--- config.mk ---
export PLATFORM = sky130hd
export DESIGN_NAME = uart_tx_param
export DESIGN_NICKNAME = d
export VERILOG_FILES = /design/src/rtl/uart_tx_param.sv
export SDC_FILE = /design/constraint.sdc
export NUM_CORES = 1
export LEC_CHECK = 0
export CAP_MARGIN = 0
export CORE_ASPECT_RATIO = 1.1
export CORE_UTILIZATION = 35
export CTS_CLUSTER_DIAMETER = 100
export DETAILED_ROUTE_END_ITERATION = 10
export PLACE_DENSITY_LB_ADDON = 0.15
export SYNTH_ARGS = -nofsm -noshare
export SYNTH_HDL_FRONTEND = slang
export SYNTH_SLANG_ARGS = --single-unit
--- constraint.sdc ---
create_clock -name clk -period 7.1 [get_ports clk]
set_input_delay 1.42 -clock clk [delete_from_list [all_inputs] [get_ports clk]]
set_output_delay 1.42 -clock clk [all_outputs]
set_load 0.05 [all_outputs]
--- src/rtl/uart_tx_param.sv ---
// FIFO-buffered UART transmitter: LSB-first frames with configurable baud divisor, width and stop bits.
// Define UART_TX_PARITY_EN to insert a parity bit after the data (odd when PARITY_ODD=1, else even).
module uart_tx_param #(
    parameter int CLKS_PER_BIT = 868,
    parameter int DATA_BITS    = 8,
    parameter int STOP_BITS    = 1,
    parameter int FIFO_DEPTH   = 4,
    parameter bit PARITY_ODD   = 1'b0
) (
    input  logic                          clk,
    input  logic                          rst,
    input  logic [DATA_BITS-1:0]          data_in,
    input  logic                          valid_in,
    output logic                          ready_out,
    output logic                          tx,
    output logic                          busy,
    output logic [$clog2(FIFO_DEPTH):0]   fifo_count
);
    localparam int PW = $clog2(FIFO_DEPTH);
    localparam int BW = $clog2(CLKS_PER_BIT);
    localparam int IW = $clog2(DATA_BITS);

`ifdef UART_TX_PARITY_EN
    typedef enum logic [2:0] {
        S_IDLE   = 3'd0,
        S_START  = 3'd1,
        S_DATA   = 3'd2,
        S_PARITY = 3'd3,
        S_STOP   = 3'd4
    } state_t;
`else
    typedef enum logic [1:0] {
        S_IDLE  = 2'd0,
        S_START = 2'd1,
        S_DATA  = 2'd2,
        S_STOP  = 2'd3
    } state_t;
`endif

    state_t state_q, state_d;

    logic [DATA_BITS-1:0] fifo_mem_q [FIFO_DEPTH];
    logic [PW-1:0]        wr_ptr_q, rd_ptr_q;
    logic [PW:0]          count_q;
    logic                 push, pop, full, empty;
    logic [DATA_BITS-1:0] fifo_head;

    logic [BW-1:0]        baud_q, baud_d;
    logic [IW-1:0]        bit_idx_q, bit_idx_d;
    logic                 stop_idx_q, stop_idx_d;
    logic [DATA_BITS-1:0] shift_q, shift_d;
    logic                 tx_q, tx_d;
`ifdef UART_TX_PARITY_EN
    logic                 parity_q, parity_d;
`endif

    logic baud_tc, last_bit, last_stop;

    assign full      = (count_q == (PW+1)'(FIFO_DEPTH));
    assign empty     = (count_q == '0);
    assign push      = valid_in && !full;
    assign fifo_head = fifo_mem_q[rd_ptr_q];

    assign baud_tc   = (baud_q == BW'(CLKS_PER_BIT - 1));
    assign last_bit  = (bit_idx_q == IW'(DATA_BITS - 1));
    assign last_stop = (STOP_BITS == 1) || stop_idx_q;

    // FIFO storage carries no reset; the pointers and count define what is valid.
    always_ff @(posedge clk) begin
        if (push) begin
            fifo_mem_q[wr_ptr_q] <= data_in;
        end
    end

    always_ff @(posedge clk or posedge rst) begin
        if (rst) begin
            wr_ptr_q <= '0;
            rd_ptr_q <= '0;
            count_q  <= '0;
        end else begin
            if (push) begin
                wr_ptr_q <= wr_ptr_q + PW'(1);
            end
            if (pop) begin
                rd_ptr_q <= rd_ptr_q + PW'(1);
            end
            case ({push, pop})
                2'b10:   count_q <= count_q + (PW+1)'(1);
                2'b01:   count_q <= count_q - (PW+1)'(1);
                default: count_q <= count_q;
            endcase
        end
    end

    always_ff @(posedge clk or posedge rst) begin
        if (rst) begin
            state_q    <= S_IDLE;
            baud_q     <= '0;
            bit_idx_q  <= '0;
            stop_idx_q <= 1'b0;
            shift_q    <= '0;
            tx_q       <= 1'b1;
`ifdef UART_TX_PARITY_EN
            parity_q   <= 1'b0;
`endif
        end else begin
            state_q    <= state_d;
            baud_q     <= baud_d;
            bit_idx_q  <= bit_idx_d;
            stop_idx_q <= stop_idx_d;
            shift_q    <= shift_d;
            tx_q       <= tx_d;
`ifdef UART_TX_PARITY_EN
            parity_q   <= parity_d;
`endif
        end
    end

    always_comb begin
        state_d = state_q;
        case (state_q)
            S_IDLE:  if (!empty) state_d = S_START;
            S_START: if (baud_tc) state_d = S_DATA;
`ifdef UART_TX_PARITY_EN
            S_DATA:   if (baud_tc && last_bit) state_d = S_PARITY;
            S_PARITY: if (baud_tc) state_d = S_STOP;
`else
            S_DATA:   if (baud_tc && last_bit) state_d = S_STOP;
`endif
            S_STOP:  if (baud_tc && last_stop) state_d = empty ? S_IDLE : S_START;
            default: state_d = S_IDLE;
        endcase
    end

    // Outputs and datapath; tx_d is the value the line takes for the next bit period.
    always_comb begin
        pop        = 1'b0;
        tx_d       = tx_q;
        baud_d     = baud_tc ? '0 : baud_q + BW'(1);
        bit_idx_d  = bit_idx_q;
        stop_idx_d = stop_idx_q;
        shift_d    = shift_q;
`ifdef UART_TX_PARITY_EN
        parity_d   = parity_q;
`endif
        case (state_q)
            S_IDLE: begin
                baud_d = '0;
                if (!empty) begin
                    pop  = 1'b1;
                    tx_d = 1'b0;
                end
            end
            S_START: begin
                if (baud_tc) begin
                    tx_d      = shift_q[0];
                    bit_idx_d = '0;
                end
            end
            S_DATA: begin
                if (baud_tc) begin
                    if (last_bit) begin
`ifdef UART_TX_PARITY_EN
                        tx_d       = parity_q;
`else
                        tx_d       = 1'b1;
`endif
                        stop_idx_d = 1'b0;
                    end else begin
                        shift_d   = shift_q >> 1;
                        tx_d      = shift_q[1];
                        bit_idx_d = bit_idx_q + IW'(1);
                    end
                end
            end
`ifdef UART_TX_PARITY_EN
            S_PARITY: begin
                if (baud_tc) begin
                    tx_d       = 1'b1;
                    stop_idx_d = 1'b0;
                end
            end
`endif
            S_STOP: begin
                if (baud_tc) begin
                    if (last_stop) begin
                        // Back-to-back frames: start bit follows the last stop cycle directly.
                        if (!empty) begin
                            pop  = 1'b1;
                            tx_d = 1'b0;
                        end else begin
                            tx_d = 1'b1;
                        end
                    end else begin
                        stop_idx_d = 1'b1;
                    end
                end
            end
            default: begin
                tx_d   = 1'b1;
                baud_d = '0;
            end
        endcase
        if (pop) begin
            shift_d    = fifo_head;
            bit_idx_d  = '0;
            stop_idx_d = 1'b0;
`ifdef UART_TX_PARITY_EN
            parity_d   = (^fifo_head) ^ PARITY_ODD;
`endif
        end
    end

    assign tx         = tx_q;
    assign ready_out  = !full;
    assign fifo_count = count_q;
    assign busy       = (state_q != S_IDLE) || !empty;

endmodule
Word-level counts from Yosys, hierarchy flattened --
Memories as Yosys holds them, arrays and structs flattened. Index checks and enable logic that the tools add are counted.
Storage, ports and cells: memory bits (writable) 32, bits in registers 31, word-level logic and storage cells 78, output and inout bits 6, memories kept 1
Cells by class: reductions and logical operators 16, muxes and demuxes 30, eq/ne operators 17, $add $sub $neg 6
Memories:
- fifo_mem_q | words 4, bits a word 8, read ports 1, clocked after memory_dff 0, wr ports 1, line 42 | logic [DATA_BITS-1:0] fifo_mem_q [FIFO_DEPTH];
Operators with widths (count):
- $mux 8 | 4
- $mux 10 | 2
- $mux 3 | 4
- $ne 2x2->1 const B | 6
- $pmux 3 s2 | 2
- $reduce_and 4->1 | 3
- $mux 1 | 11
- $add 10x1->10 const B | 1
- $eq 10x10->1 const B | 1
- $ne 3x3->1 const B | 3
- $mux 2 | 4
- $pmux 2 s4 | 1
- $reduce_bool 2->1 | 4
- $add 3x1->3 const B | 2
- $eq 2x2->1 const B | 3
- $eq 3x3->1 const B | 2
- $add 2x1->2 const B | 2
- $eq 2x1->1 const B | 2
- $pmux 1 s4 | 1
- $logic_not 3->1 | 1
- $reduce_and 3->1 | 1
- $reduce_bool 3->1 | 1
- $sub 3x1->3 const B | 1
- $logic_and 1x1->1 | 2
- other kinds (4) | 5

Depth between registers and ports, before layout --
Gate-level depths: netlist of the first run.
word-level depth 6, mapped depth 10, depth with buffers taken out 9

Worst setup path before layout of the first run --
No wires, ideal clock.
path type register to output, from register count_q[0], in the netlist fifo_count[0], to output port busy, data required time 5.680 ns, data arrival time 1.521 ns, stages on the path, launching flop included 2, path buffers 0, slack 4.159 ns, cell sequence dfrtp_1 -> or4b_2
On the way: cells in the longest elaborated chain, start to end 3
RTL lines:
- from (decl) | line 44 | logic [PW:0] count_q;
- from (signal assigned) | line 88 | 2'b10: count_q <= count_q + (PW+1)'(1);
- from (signal assigned) | line 89 | 2'b01: count_q <= count_q - (PW+1)'(1);
- from (signal assigned) | line 90 | default: count_q <= count_q;
- $logic_not 3->1 | line 60 | assign empty = (count_q == '0);
- $logic_not 1->1 | line 217 | assign busy = (state_q != S_IDLE) || !empty;
- $logic_or 1x1->1 | line 217
- to (decl) | line 16 | output logic busy,
No other way between the ends.

Final worst setup path of the first run --
from register state_q[0], to output port busy
On the way: cells in the longest elaborated chain, start to end 2
RTL lines:
- from (decl) | line 40 | state_t state_q, state_d;
- from (signal assigned) | line 107 | state_q <= state_d;
- $reduce_bool 2->1 | line 217
- $logic_or 1x1->1 | line 217
No other way between the ends.

==> results of run 1 <==
-- cells by family after synthesis --
group | after synthesis | share of synthesized area
AOI/OAI and AO/OA | 13 | 0.0324
xor gates and xnor gates | 14 | 0.0418
adders and majority gates | 14 | 0.0623
buffers and inverters | 15 | 0.0273
DFF | 63 | 0.592
muxes | 27 | 0.139
and+or+nand+nor | 50 | 0.105
-- through the flow --
stage | utilization | area (um2)
global route | 0.423 | 3380
detailed placement | 0.399 | 3190
CTS | 0.423 | 3380
global placement | 0.399 | 3190
finish | 0.423 | 3380
floorplan | - | 2930
-- power by group --
part,internal [mW],switching (mW),total (mW)
Sequential,0.493,0.0878,0.581
Clock,0.161,0.138,0.299
Combinational,0.240,0.236,0.476
-- cell type report --
cell class | count | area, um2
fillers | 757 | 4610
flip-flops and latches | 63 | 1740
multi-input cells | 118 | 1120
repair buffers | 17 | 168
well taps | 108 | 135
clock buffers | 10 | 128
clock inverters | 6 | 61.3
inverters | 10 | 37.5
-- sequential cells by signal (all words and copies together), names as in the netlist --
name / flops
baud_q: 10
tx: 1
wr_ptr_q: 2
state_q: 2
shift_q: 8
rd_ptr_q: 2
bit_idx_q: 3
fifo_mem_q: 32
fifo_count: 3
-- cells in the final DEF (no fill, tap or decap), drive strengths merged, types with 2 or more instances in the layout --
| cell | instances |
|---|---|
| and2 | 2 |
| edfxtp | 32 |
| xnor2 | 5 |
| mux4 | 8 |
| a21oi | 2 |
| nor2 | 14 |
| nand2 | 7 |
| nor3 | 3 |
| and3 | 7 |
| nand3 | 6 |
| clkbuf | 10 |
| xor2 | 9 |
| clkinv | 4 |
| o21ai | 4 |
| mux2 | 18 |
| dfrtp | 30 |
| clkdlybuf4s50 | 16 |
| nor2b | 2 |
| nand4 | 2 |
| ha | 13 |
| inv | 10 |
-- Yosys cell counts --
library cell / number / share of area
nor3b_4: 1 / 0.0064
or4b_2: 1 / 0.0034
xnor2_1: 5 / 0.015
and3_2: 1 / 0.0026
dfstp_2: 1 / 0.0090
o211ai_1: 1 / 0.0026
dfrtp_1: 30 / 0.26
o2111ai_1: 1 / 0.0030
nand2_1: 7 / 0.0090
a211oi_1: 1 / 0.0026
nand4_4: 1 / 0.0072
nor2b_1: 2 / 0.0043
nor2_1: 14 / 0.018
o211a_1: 1 / 0.0034
a41oi_2: 1 / 0.0055
nor3_4: 1 / 0.0055
nor4b_1: 1 / 0.0030
fa_1: 1 / 0.0068
and4bb_4: 1 / 0.0055
nand2b_1: 1 / 0.0021
mux2i_1: 1 / 0.0034
and2_0: 1 / 0.0021
nand3_1: 6 / 0.010
a31oi_1: 1 / 0.0021
buf_4: 2 / 0.0051
edfxtp_1: 32 / 0.33
nand4_1: 1 / 0.0021
mux4_2: 8 / 0.061
mux2_2: 14 / 0.054
inv_1: 10 / 0.013
and4_1: 1 / 0.0030
and3_1: 6 / 0.013
o21ai_0: 4 / 0.0068
nor3_1: 2 / 0.0034
xor2_1: 9 / 0.027
mux2_4: 4 / 0.020
and2_1: 1 / 0.0021
or2_2: 1 / 0.0021
buf_2: 1 / 0.0017
a21oi_1: 2 / 0.0034
a2bb2oi_1: 1 / 0.0030
buf_6: 2 / 0.0077
ha_1: 13 / 0.055
-- how the worst max path moves through the flow --
stage                       start    to  depth (start not counted)
floorplan           fifo_count[0]  busy                          1
global placement       state_q[0]  busy                          4
detailed placement     state_q[0]  busy                          4
CTS                    state_q[0]  busy                          4
global route           state_q[0]  busy                          4
finish                 state_q[0]  busy                          4
-- metal layers --
layer | GRT usage | vias to the layer above
met5 | 0 | -
met4 | 0.0586 | 0
met3 | 0.0389 | 10
met2 | 0.223 | 18
met1 | 0.154 | 742
li1 | - | 765
==> flow_summary.json, run 1 <==
{
  "drv_cap": 0,
  "path_buf_inv": 2,
  "postRouteAntennaNets": 0,
  "path_cells": "inv_1 > ha_1 > or4b_2 > clkdlybuf4s50_1",
  "grt_overflow": 0,
  "die_w_um": 89.3,
  "required_ps": 5680,
  "cts_sinks": 63,
  "wl_met2_um": 2500,
  "ctsHoldBuffers": 0,
  "core-area_mm2": 0.00800,
  "grt_pass1_vias": 1712,
  "cp-end-kind": "output port",
  "yosysSeqAreaShare": 0.592,
  "r2r_slack_ps": 4270,
  "root_buffer": "clkbuf_8",
  "htree_levels": 3,
  "hold_end": "baud_q[0]",
  "slew_violations": 0,
  "dp_slack_ps": 3480,
  "drt-met1-wl_um": 2160,
  "drtPass1Iterations": 4,
  "avgViaCountPerCell": 4.62,
  "grt_pass1_wl_um": 8390,
  "peakVddDrop_uv": 182,
  "finClkSkew_ps": 10.2,
  "post_cts_buffers": 0,
  "tritoncts": "done",
  "dp_hpwl_um": 3280,
  "drtIter0Drc": 46,
  "portBuffers": 16,
  "wl_met3_um": 115,
  "wl_per_cell_um": 14.6,
  "wl_um": 4850,
  "synth_cell_type_count": 43,
  "cp_max_fo": 5,
  "outcome": "finished, final reports clean",
  "cts.clk_slew.worst_paths_ps": 70,
  "cts.repair.resized": 0,
  "grt_usage": 0.133,
  "syn_nets": 221,
  "dieArea_mm2": 0.00875,
  "synthCells": 196,
  "setup-violations-final": 0,
  "drcViolationCount": 0,
  "worst_hold_path.num_cells": 1,
  "powerDensity_mw_per_mm2": 401,
  "top_layer_used": "met4",
  "critical_path_arrival_ps": 2540,
  "hp-class": "reg2reg",
  "grt_setup_unrepaired": "no",
  "clockBufferDepth": 2,
  "max-slew-margin-rel": 0.516,
  "fin_tns_setup_ps": 0,
  "antenna_found_initial": 0,
  "cts_inserted_buffers": 9,
  "route.vias.total": 1535,
  "hold_viol": 0,
  "tightestPinTransition_ps": 723,
  "crit_family": "buffers and inverters",
  "clock_latency_ps": 330,
  "grt_max_degree": 32,
  "cp-start-kind": "register",
  "syn_area_mm2": 0.00293,
  "n_antenna_cell": 0,
  "start_util": 0.367,
  "crit_path_top_delay_cell": "clkdlybuf4s50_1",
  "holdCritStartpoint": "baud_q[0]",
  "r2r-start": "baud_q[0]",
  "p_leak_nw": 1.36,
  "whs_ps": 514,
  "fmax_mhz": 252,
  "period_needed_ps": 3960,
  "ys_warn_count": 0,
  "place.gp.congestion": 0.772,
  "die_y_um": 98.0,
  "reg2reg_depth": 7,
  "drive_gt1_frac": 0.228,
  "fin_crit_sh": 0.558,
  "placed_cells": 316,
  "ios": 17,
  "critPathKind": "reg2out",
  "setup_slack_ps": 3140,
  "critPathMaxStageDelay_ps": 730,
  "regToRegEndpoint": "fifo_count[1]",
  "fin_cells": 332,
  "area_growth_pct": 15.3,
  "p_total_mw": 1.36,
  "fin_nets": 244,
  "ys_ff_latch": 63,
  "syn_area_per_cell_um2": 15.0,
  "rows": 34
}
No activity file was read; power rests on OpenSTA's default activity.
==> inputs of run 2 (changes only) <==
==> constraint.sdc (replaced) <==
create_clock -name clk -period 3.8 [get_ports clk]
set_input_delay 0.76 -clock clk [delete_from_list [all_inputs] [get_ports clk]]
set_output_delay 0.76 -clock clk [all_outputs]
set_load 0.05 [all_outputs]
==> flow_summary.json, run 2 (synthesis gave the netlist of run 1 again) <==
{
  "cts_inserted_buffers": 9,
  "ios": 17,
  "post_cts_buffers": 0,
  "fin_tns_setup_ps": 0,
  "cp_max_fo": 5,
  "place.gp.congestion": 0.685,
  "n_antenna_cell": 0,
  "pwr-share-comb": 0.350,
  "met1_usage": 0.162,
  "worst_hold_path.num_cells": 1,
  "top_usage_layer": "met2",
  "fmax_mhz": 303,
  "cts_sinks": 63,
  "postRouteAntennaNets": 0,
  "placed_cells": 317,
  "ctsHoldBuffers": 0,
  "mostFrequentLayoutCells": "32 x edfxtp_1, 30 x dfrtp_1, 16 x clkdlybuf4s50_1",
  "swShare": 0.347,
  "grt_usage": 0.132,
  "finClkSkew_ps": 10.8,
  "grt_max_degree": 32,
  "critPathMaxStageDelay_ps": 730,
  "drtIter0Drc": 41,
  "grt_overflow": 0,
  "p_int_mw": 1.68,
  "drcViolationCount": 0,
  "drv_cap": 0,
  "reg2reg_depth": 10,
  "drtPass1Iterations": 4,
  "cp-start-kind": "register",
  "antenna_found_initial": 0,
  "clockBufferDepth": 2,
  "p_total_mw": 2.58,
  "grt_pass1_vias": 1661,
  "clkPwrFrac": 0.229,
  "drive_gt1_frac": 0.236,
  "required_ps": 3040,
  "largest_register_ffs": 32,
  "fin_nets": 245,
  "rows": 34,
  "mostFrequentLayoutCell": "edfxtp_1",
  "wl_per_cell_um": 14.6,
  "dp_hpwl_um": 3280,
  "seq_area_mm2": 0.00174,
  "num-fill-cells": 772,
  "core-area_mm2": 0.00800,
  "grt_setup_unrepaired": "no",
  "wl_um": 4880,
  "tritoncts": "done",
  "fin_crit_sh": 0.867,
  "multi_input_area_mm2": 0.00112,
  "avgViaCountPerCell": 4.70,
  "outcome": "finished, final reports clean",
  "cts.repair.resized": 0,
  "clock_latency_ps": 330,
  "root_buffer": "clkbuf_8",
  "start_util": 0.367,
  "die_w_um": 89.3,
  "crit_path_top_delay_cell": "clkdlybuf4s50_1",
  "period_needed_ps": 3300,
  "cts.clk_slew.worst_paths_ps": 80,
  "post-route-util": 0.426,
  "slew_violations": 0,
  "pwr-share-seq": 0.421,
  "portBuffers": 16,
  "hp-class": "reg2reg",
  "r2r_slack_ps": 1230,
  "hold_viol": 0,
  "whs_ps": 487,
  "powerDensity_mw_per_mm2": 757,
  "area_growth_pct": 16.1,
  "switchingPower_mw": 0.896,
  "dieArea_mm2": 0.00875,
  "p_leak_nw": 1.36,
  "setup-violations-final": 0,
  "cp-end-kind": "output port",
  "use_met2": 0.214,
  "grt_pass1_wl_um": 8340,
  "tightestPinTransition_ps": 704,
  "htree_levels": 3,
  "path_cells": "inv_1 > ha_1 > or4b_2 > clkdlybuf4s50_1",
  "top_regs": "fifo_mem_q (32), baud_q (10), shift_q (8)",
  "critical_path_arrival_ps": 2540,
  "use_met3": 0.0338,
  "route.vias.total": 1566,
  "peakVddDrop_uv": 296,
  "critPathKind": "reg2out",
  "die_y_um": 98.0,
  "max-slew-margin-rel": 0.527,
  "largest_register": "fifo_mem_q",
  "fin_cells": 333
}
run 2: changes by cell type in the layout (fill, tap and decap cells not counted), sizes merged:
cell and change:
buf +1, clkinv -2, inv +2, clkinvlp +1
clkbuf -1
run 2: layout make-up:
type,count,share of cell area
clock inverters,7,0.0235
inverters,10,0.0110
flip-flops and latches,63,0.510
multi-input cells,118,0.328
clock buffers,9,0.0364
repair buffers,18,0.0514
well taps,108,0.0397
run 2: critical path: cells and delay by family (launching register included):
kind                     cells  cell delay, ps
flip-flops                   1             400
AND/OR/NAND/NOR              1             660
buffers and inverters        2             880
adder cells (fa/ha/maj)      1             250
run 2: stage by stage:
step	setup WS, ps	area (um2)
after CTS	476	3410
final	505	3410
after floorplan	1210	2930
after global placement	887	3200
after global routing	395	3410
after detailed placement	854	3200
run 2: worst paths after layout:
check | to | from
setup / recovery | busy | state_q[0]
hold reg to reg | baud_q[0] | baud_q[0]
setup reg to reg | fifo_count[2] | baud_q[0]
min in group asynchronous | state_q[1] | rst
max in group asynchronous | tx | rst
hold / removal | baud_q[0] | baud_q[0]
run 2: per-layer routing:
layer,up-vias,part of all wire
met5,-,0
li1,767,-
met2,18,0.52
met1,775,0.45
met4,0,0.013
met3,6,0.024
run 2: power groups by stage:
stage | sequential [mW] | clock (mW) | combinational, mW
after floorplan | 1.09 | 0 | 0.714
after global placement | 1.10 | 0 | 0.915
after detailed placement | 1.11 | 0 | 0.911
after CTS | 1.09 | 0.611 | 0.915
after global routing | 1.12 | 0.636 | 0.999
final | 1.09 | 0.591 | 0.901
==> edit 1: new RTL, settings of run 2 <==
Re-encode `state_t` (4 states) as one-hot, 4 bits wide.
--- a/src/rtl/uart_tx_param.sv
+++ b/src/rtl/uart_tx_param.sv
@@ -29,11 +29,11 @@
         S_STOP   = 3'd4
     } state_t;
 `else
-    typedef enum logic [1:0] {
-        S_IDLE  = 2'd0,
-        S_START = 2'd1,
-        S_DATA  = 2'd2,
-        S_STOP  = 2'd3
+    typedef enum logic [3:0] {
+        S_IDLE  = 4'b0001,
+        S_START = 4'b0010,
+        S_DATA  = 4'b0100,
+        S_STOP  = 4'b1000
     } state_t;
 `endif
 
Behaviour: no difference found for any inputs over 10 cycles, from zero or initial values and one cycle with rst high; not proved beyond that.
==> edit 1 against run 2 <==
Hold slack stayed put; sequential cell count grew 2; setup slack gained 0.13 ns; synthesized cell count is 12% higher; area after synthesis grew 0.55%; wire length up 0.45%; core utilization grew 0.13 points; largest cell class unchanged; non-clock buffer count stayed put; design area up 0.84%.
Power is not compared: it rests on default switching activity, and its combinational part moved more than twofold at a synthesized area within 25%.
==> edit 1: results (changes against run 2) <==
[placement]
post-place-ws_ns = 1.000  ; +0.1460 ns
io_buffers = 16  ; unchanged
hpwl_mm = 3.291  ; +0.35%
place_inst = 335  ; +5.7%
gp_congestion = 0.8003  ; +17%

[cts]
clockBufferDepth = 2  ; unchanged
cts_setup_buffers = 0  ; unchanged
clock_latency_ns = 0.34
cts_max_level = 3  ; unchanged
cts_made_buffers = 9  ; unchanged
cts.repair.resized = 0  ; unchanged
cts_root_buffer = clkbuf_8
clk_pin_slew_ns = 0.07

[layout]
drive_above_1_share_pct = 14.40  ; -9.2 points
diodes = 0  ; unchanged
final_cells = 351  ; +5.4%
top_regs = fifo_mem_q x32, baud_q x10, shift_q x8
nFillCells = 741  ; -4.0%
finalNetCount = 258  ; +5.3%

[worst_setup_path]
crit_path_max_fanout = 15  ; +10
cpMaxStageDelayCell = clkdlybuf4s50_1
startpoint = state_q[0]
reg2regPathDepth = 11  ; +1
critical-path-max-stage-delay_ns = 0.72
reg2reg_slack_ns = 1.26  ; +0.03 ns
r2r_start = baud_q[0]
worst_r2r_endpoint = fifo_count[2]

[synth]
synthTopCellsByArea = edfxtp_1, dfrtp_1, mux4_2
ys_top_cells_by_count = edfxtp_1, dfrtp_1, nand2_1
synth_async_sr_flop_share_pct = 50.77  ; +1.6 points
synthAdderAreaFrac_pct = 4.071  ; -2.2 points
synth_mux_area_share_pct = 10.77  ; -3.1 points
synth-warning-count = 0  ; unchanged
synth_edf_count = 32  ; unchanged
ys_seq_area_share_pct = 60.64  ; +1.4 points
synth_xor_area_share_pct = 4.453  ; +0.27 points
synth_compound_gate_area_share_pct = 4.665  ; +1.4 points
synth.distinct_cells = 46  ; +7.0%
ys_dominant_reg_cell = edfxtp_1
syn_nets = 240  ; +8.6%
postSynthAreaPerCell_sq_um = 13.41  ; -10%

[global_routing]
grt_max_degree = 34  ; +6.3%
grt_pass1_wl_mm = 8.493  ; +1.8%
antenna_found_initial = 0  ; unchanged
grtUsageTotal_pct = 13.21  ; +0.032 points
grt_pass1_vias = 1734  ; +4.4%

[sta]
fin_worst_skew_ns = 0.004999  ; -0.005760 ns
slew_headroom_pct = 61.40  ; +8.7 points

[run_status]
status = complete, no violations

[routing]
drtIter0Drc = 37  ; -9.8%
drt-vias-per-instance = 4.775  ; +1.5%
wl_per_cell_um = 13.95  ; -4.7%

[hold_path]
min_path_type = reg2reg
whs_path_depth = 1  ; unchanged

[power_and_ir_drop]
vdd_drop_max_mv = 0.3419
leakage_nw = 1.363

[edit 1: cell types whose count changed in the layout (fill, tap and decap cells not counted), sizes merged, moves of 3 or more]
cell,delta
inv,-4
xnor2,+3
ha,-5
mux2,-15
mux2i,+9
o21ai,+10
nor3,+4
nand2,+11
[edit 1: cell families after synthesis]
logic type,count (synthesis)
AOI/OAI and AO/OA,24
xor gates and xnor gates,15
adders and majority gates,9
buffers and inverters,19
DFF,65
muxes,21
and+or+nand+nor,67
[edit 1: worst max-delay path by stage]
stage	depth (start not counted)	end	slack (ns)
after floorplan	8	fifo_count[2]	1.16
after detailed placement	3	busy	1.00
after global routing	3	busy	0.51
after CTS	3	busy	0.62
final	3	busy	0.63
after global placement	3	busy	1.01
[edit 1: worst max-delay path: cells and delay by family, from the launching register on]
kind	cells	cell delay, ns
DFF	1	0.68
buffers and inverters	1	0.72
and+or+nand+nor	2	0.68
[edit 1: power by group through the flow]
stage	clock network, mW	logic, mW	registers, mW
final	0.705	0.311	0.892
after global placement	0	0.319	0.906
after global routing	0.757	0.344	0.904
after CTS	0.727	0.319	0.894
after detailed placement	0	0.320	0.908
after floorplan	0	0.163	0.955
[edit 1: stage by stage]
| stage | cell area [sq um] | util (%) | total power, mW | hold slack (ns) |
|---|---|---|---|---|
| after floorplan | 2950 | - | 1.118 | 0.4513 |
| after global placement | 3192 | 39.70 | 1.225 | 0.4775 |
| after detailed placement | 3192 | 39.70 | 1.228 | 0.4811 |
| after CTS | 3435 | 42.72 | 1.940 | 0.4911 |
| after global routing | 3435 | 42.72 | 2.005 | 0.5085 |
| final | 3435 | 42.72 | 1.908 | 0.4869 |
[edit 1: layer usage]
metal / vias up / global-route usage [%] / share of wire, %
li1: 824 / - / -
met1: 806 / 16.71 / 44
met2: 38 / 20.51 / 50
met3: 8 / 3.381 / 3.7
met4: 0 / 7.082 / 2.4
met5: - / 0 / 0
[edit 1: final cells by class]
| class | count | area share, % |
|---|---|---|
| sequential | 65 | 52.09 |
| multi-input combinational | 136 | 30.93 |
| timing repair buffer | 18 | 5.100 |
| tap | 108 | 3.934 |
| clock buffer | 9 | 3.607 |
| clock inverter | 7 | 3.461 |
| inverter | 8 | 0.8743 |
==> edit 2: new RTL, settings of run 2 <==
Without the edit above. Change the parameter `DATA_BITS` from 8 to 16.
--- a/src/rtl/uart_tx_param.sv
+++ b/src/rtl/uart_tx_param.sv
@@ -2,7 +2,7 @@
 // Define UART_TX_PARITY_EN to insert a parity bit after the data (odd when PARITY_ODD=1, else even).
 module uart_tx_param #(
     parameter int CLKS_PER_BIT = 868,
-    parameter int DATA_BITS    = 8,
+    parameter int DATA_BITS    = 16,
     parameter int STOP_BITS    = 1,
     parameter int FIFO_DEPTH   = 4,
     parameter bit PARITY_ODD   = 1'b0
Interface: changed (resized data_in); port bits go from 17 to 25. The function was not compared with the original's and may differ.
==> edit 2 against run 2 <==
Combinational power up 49%; design area rose by 54%; area after synthesis is 53% higher; power is 57% higher; wire length is 76% higher; setup slack better by 0.41 ns; maximum frequency up 14%; sequential cell count increased by 41; largest cell class unchanged; largest power group unchanged.
==> edit 2: results (changes against run 2) <==
[synth]
ys_top_cells_by_count = edfxtp_1, dfrtp_1, nand3_1
synth_edf_count = 64  ; +100%
ys_seq_area_share_pct = 65.08  ; +5.8 points
synthTopCellsByArea = edfxtp_1, dfrtp_1, mux4_2
synth.distinct_cells = 40  ; -7.0%
postSynthAreaPerCell_sq_um = 14.49  ; -3.2%
synth_compound_gate_area_share_pct = 6.405  ; +3.2 points
synth_async_sr_flop_share_pct = 38.46  ; -11 points
synth_mux_area_share_pct = 9.273  ; -4.6 points
synthAdderAreaFrac_pct = 3.787  ; -2.4 points

[placement]
dpl-instance-area_sq_um = 4915  ; +53%
place_inst = 483  ; +52%
io_buffers = 24  ; +8
gp_congestion = 0.7606  ; +11%
hpwl_mm = 5.419  ; +65%

[global_routing]
grtUsageTotal_pct = 14.77  ; +1.6 points
grt_pass1_wl_mm = 14.35  ; +72%
grt_pass1_vias = 2752  ; +66%
grt_max_degree = 26  ; -19%

[power_and_ir_drop]
vdd_drop_max_mv = 0.3967  ; +34%
power_density_nw_per_um2 = 772.3  ; +2.0%
leakage_nw = 1.876  ; +38%
seq-power_mw = 1.74  ; +60%
netSwitchingFraction_pct = 34.68  ; -0.071 points

[run_status]
status = complete, no violations

[hold_path]
min_to = baud_q[0]

[routing]
drtIter0Drc = 173  ; +320%
wl_per_cell_um = 17.18  ; +17%
num_vias = 2605  ; +66%

[layout]
finalNetCount = 369  ; +51%
drive_above_1_share_pct = 15.79  ; -7.8 points
top_regs = fifo_mem_q x64, shift_q x16, baud_q x10
final_cells = 499  ; +50%

[worst_setup_path]
worstPathArrival_ns = 2.12  ; -0.42 ns
r2r_start = state_q[0]
reg2reg_slack_ns = 1.00  ; -0.23 ns
reg2regPathDepth = 8  ; -2

[sta]
fin_worst_skew_ns = 0.006310  ; -0.004449 ns

[cts]
clock_latency_ns = 0.35  ; +0.02 ns

edit 2: per-layer routing:
layer  GRT usage [%]  up-vias  share of wire [%]
met5               0        -                  0
met4           6.083        0                1.9
met3           4.151       11                3.9
met2           22.97       48                 48
met1           19.28     1310                 46
li1                -     1236                  -
edit 2: cell type report:
class	count	area (sq um)
Clock buffer	9	225.2
Clock inverter	7	90.09
Timing Repair Buffer	32	300.3
Multi-Input combinational cell	180	1456
Sequential cell	104	2924
Tap cell	157	196.4
Inverter	10	37.54
Fill cell	1166	7360
edit 2: worst max path at each step:
stage                  startpoint             to  slack [ns]  cells past startpoint
global route        fifo_count[1]           busy        0.70                      3
floorplan           fifo_count[0]  fifo_count[1]        0.93                      9
CTS                 fifo_count[1]           busy        0.86                      3
detailed placement     state_q[0]  fifo_count[1]        1.00                      8
finish              fifo_count[1]           busy        0.92                      3
global placement       state_q[0]  fifo_count[1]        1.07                      8
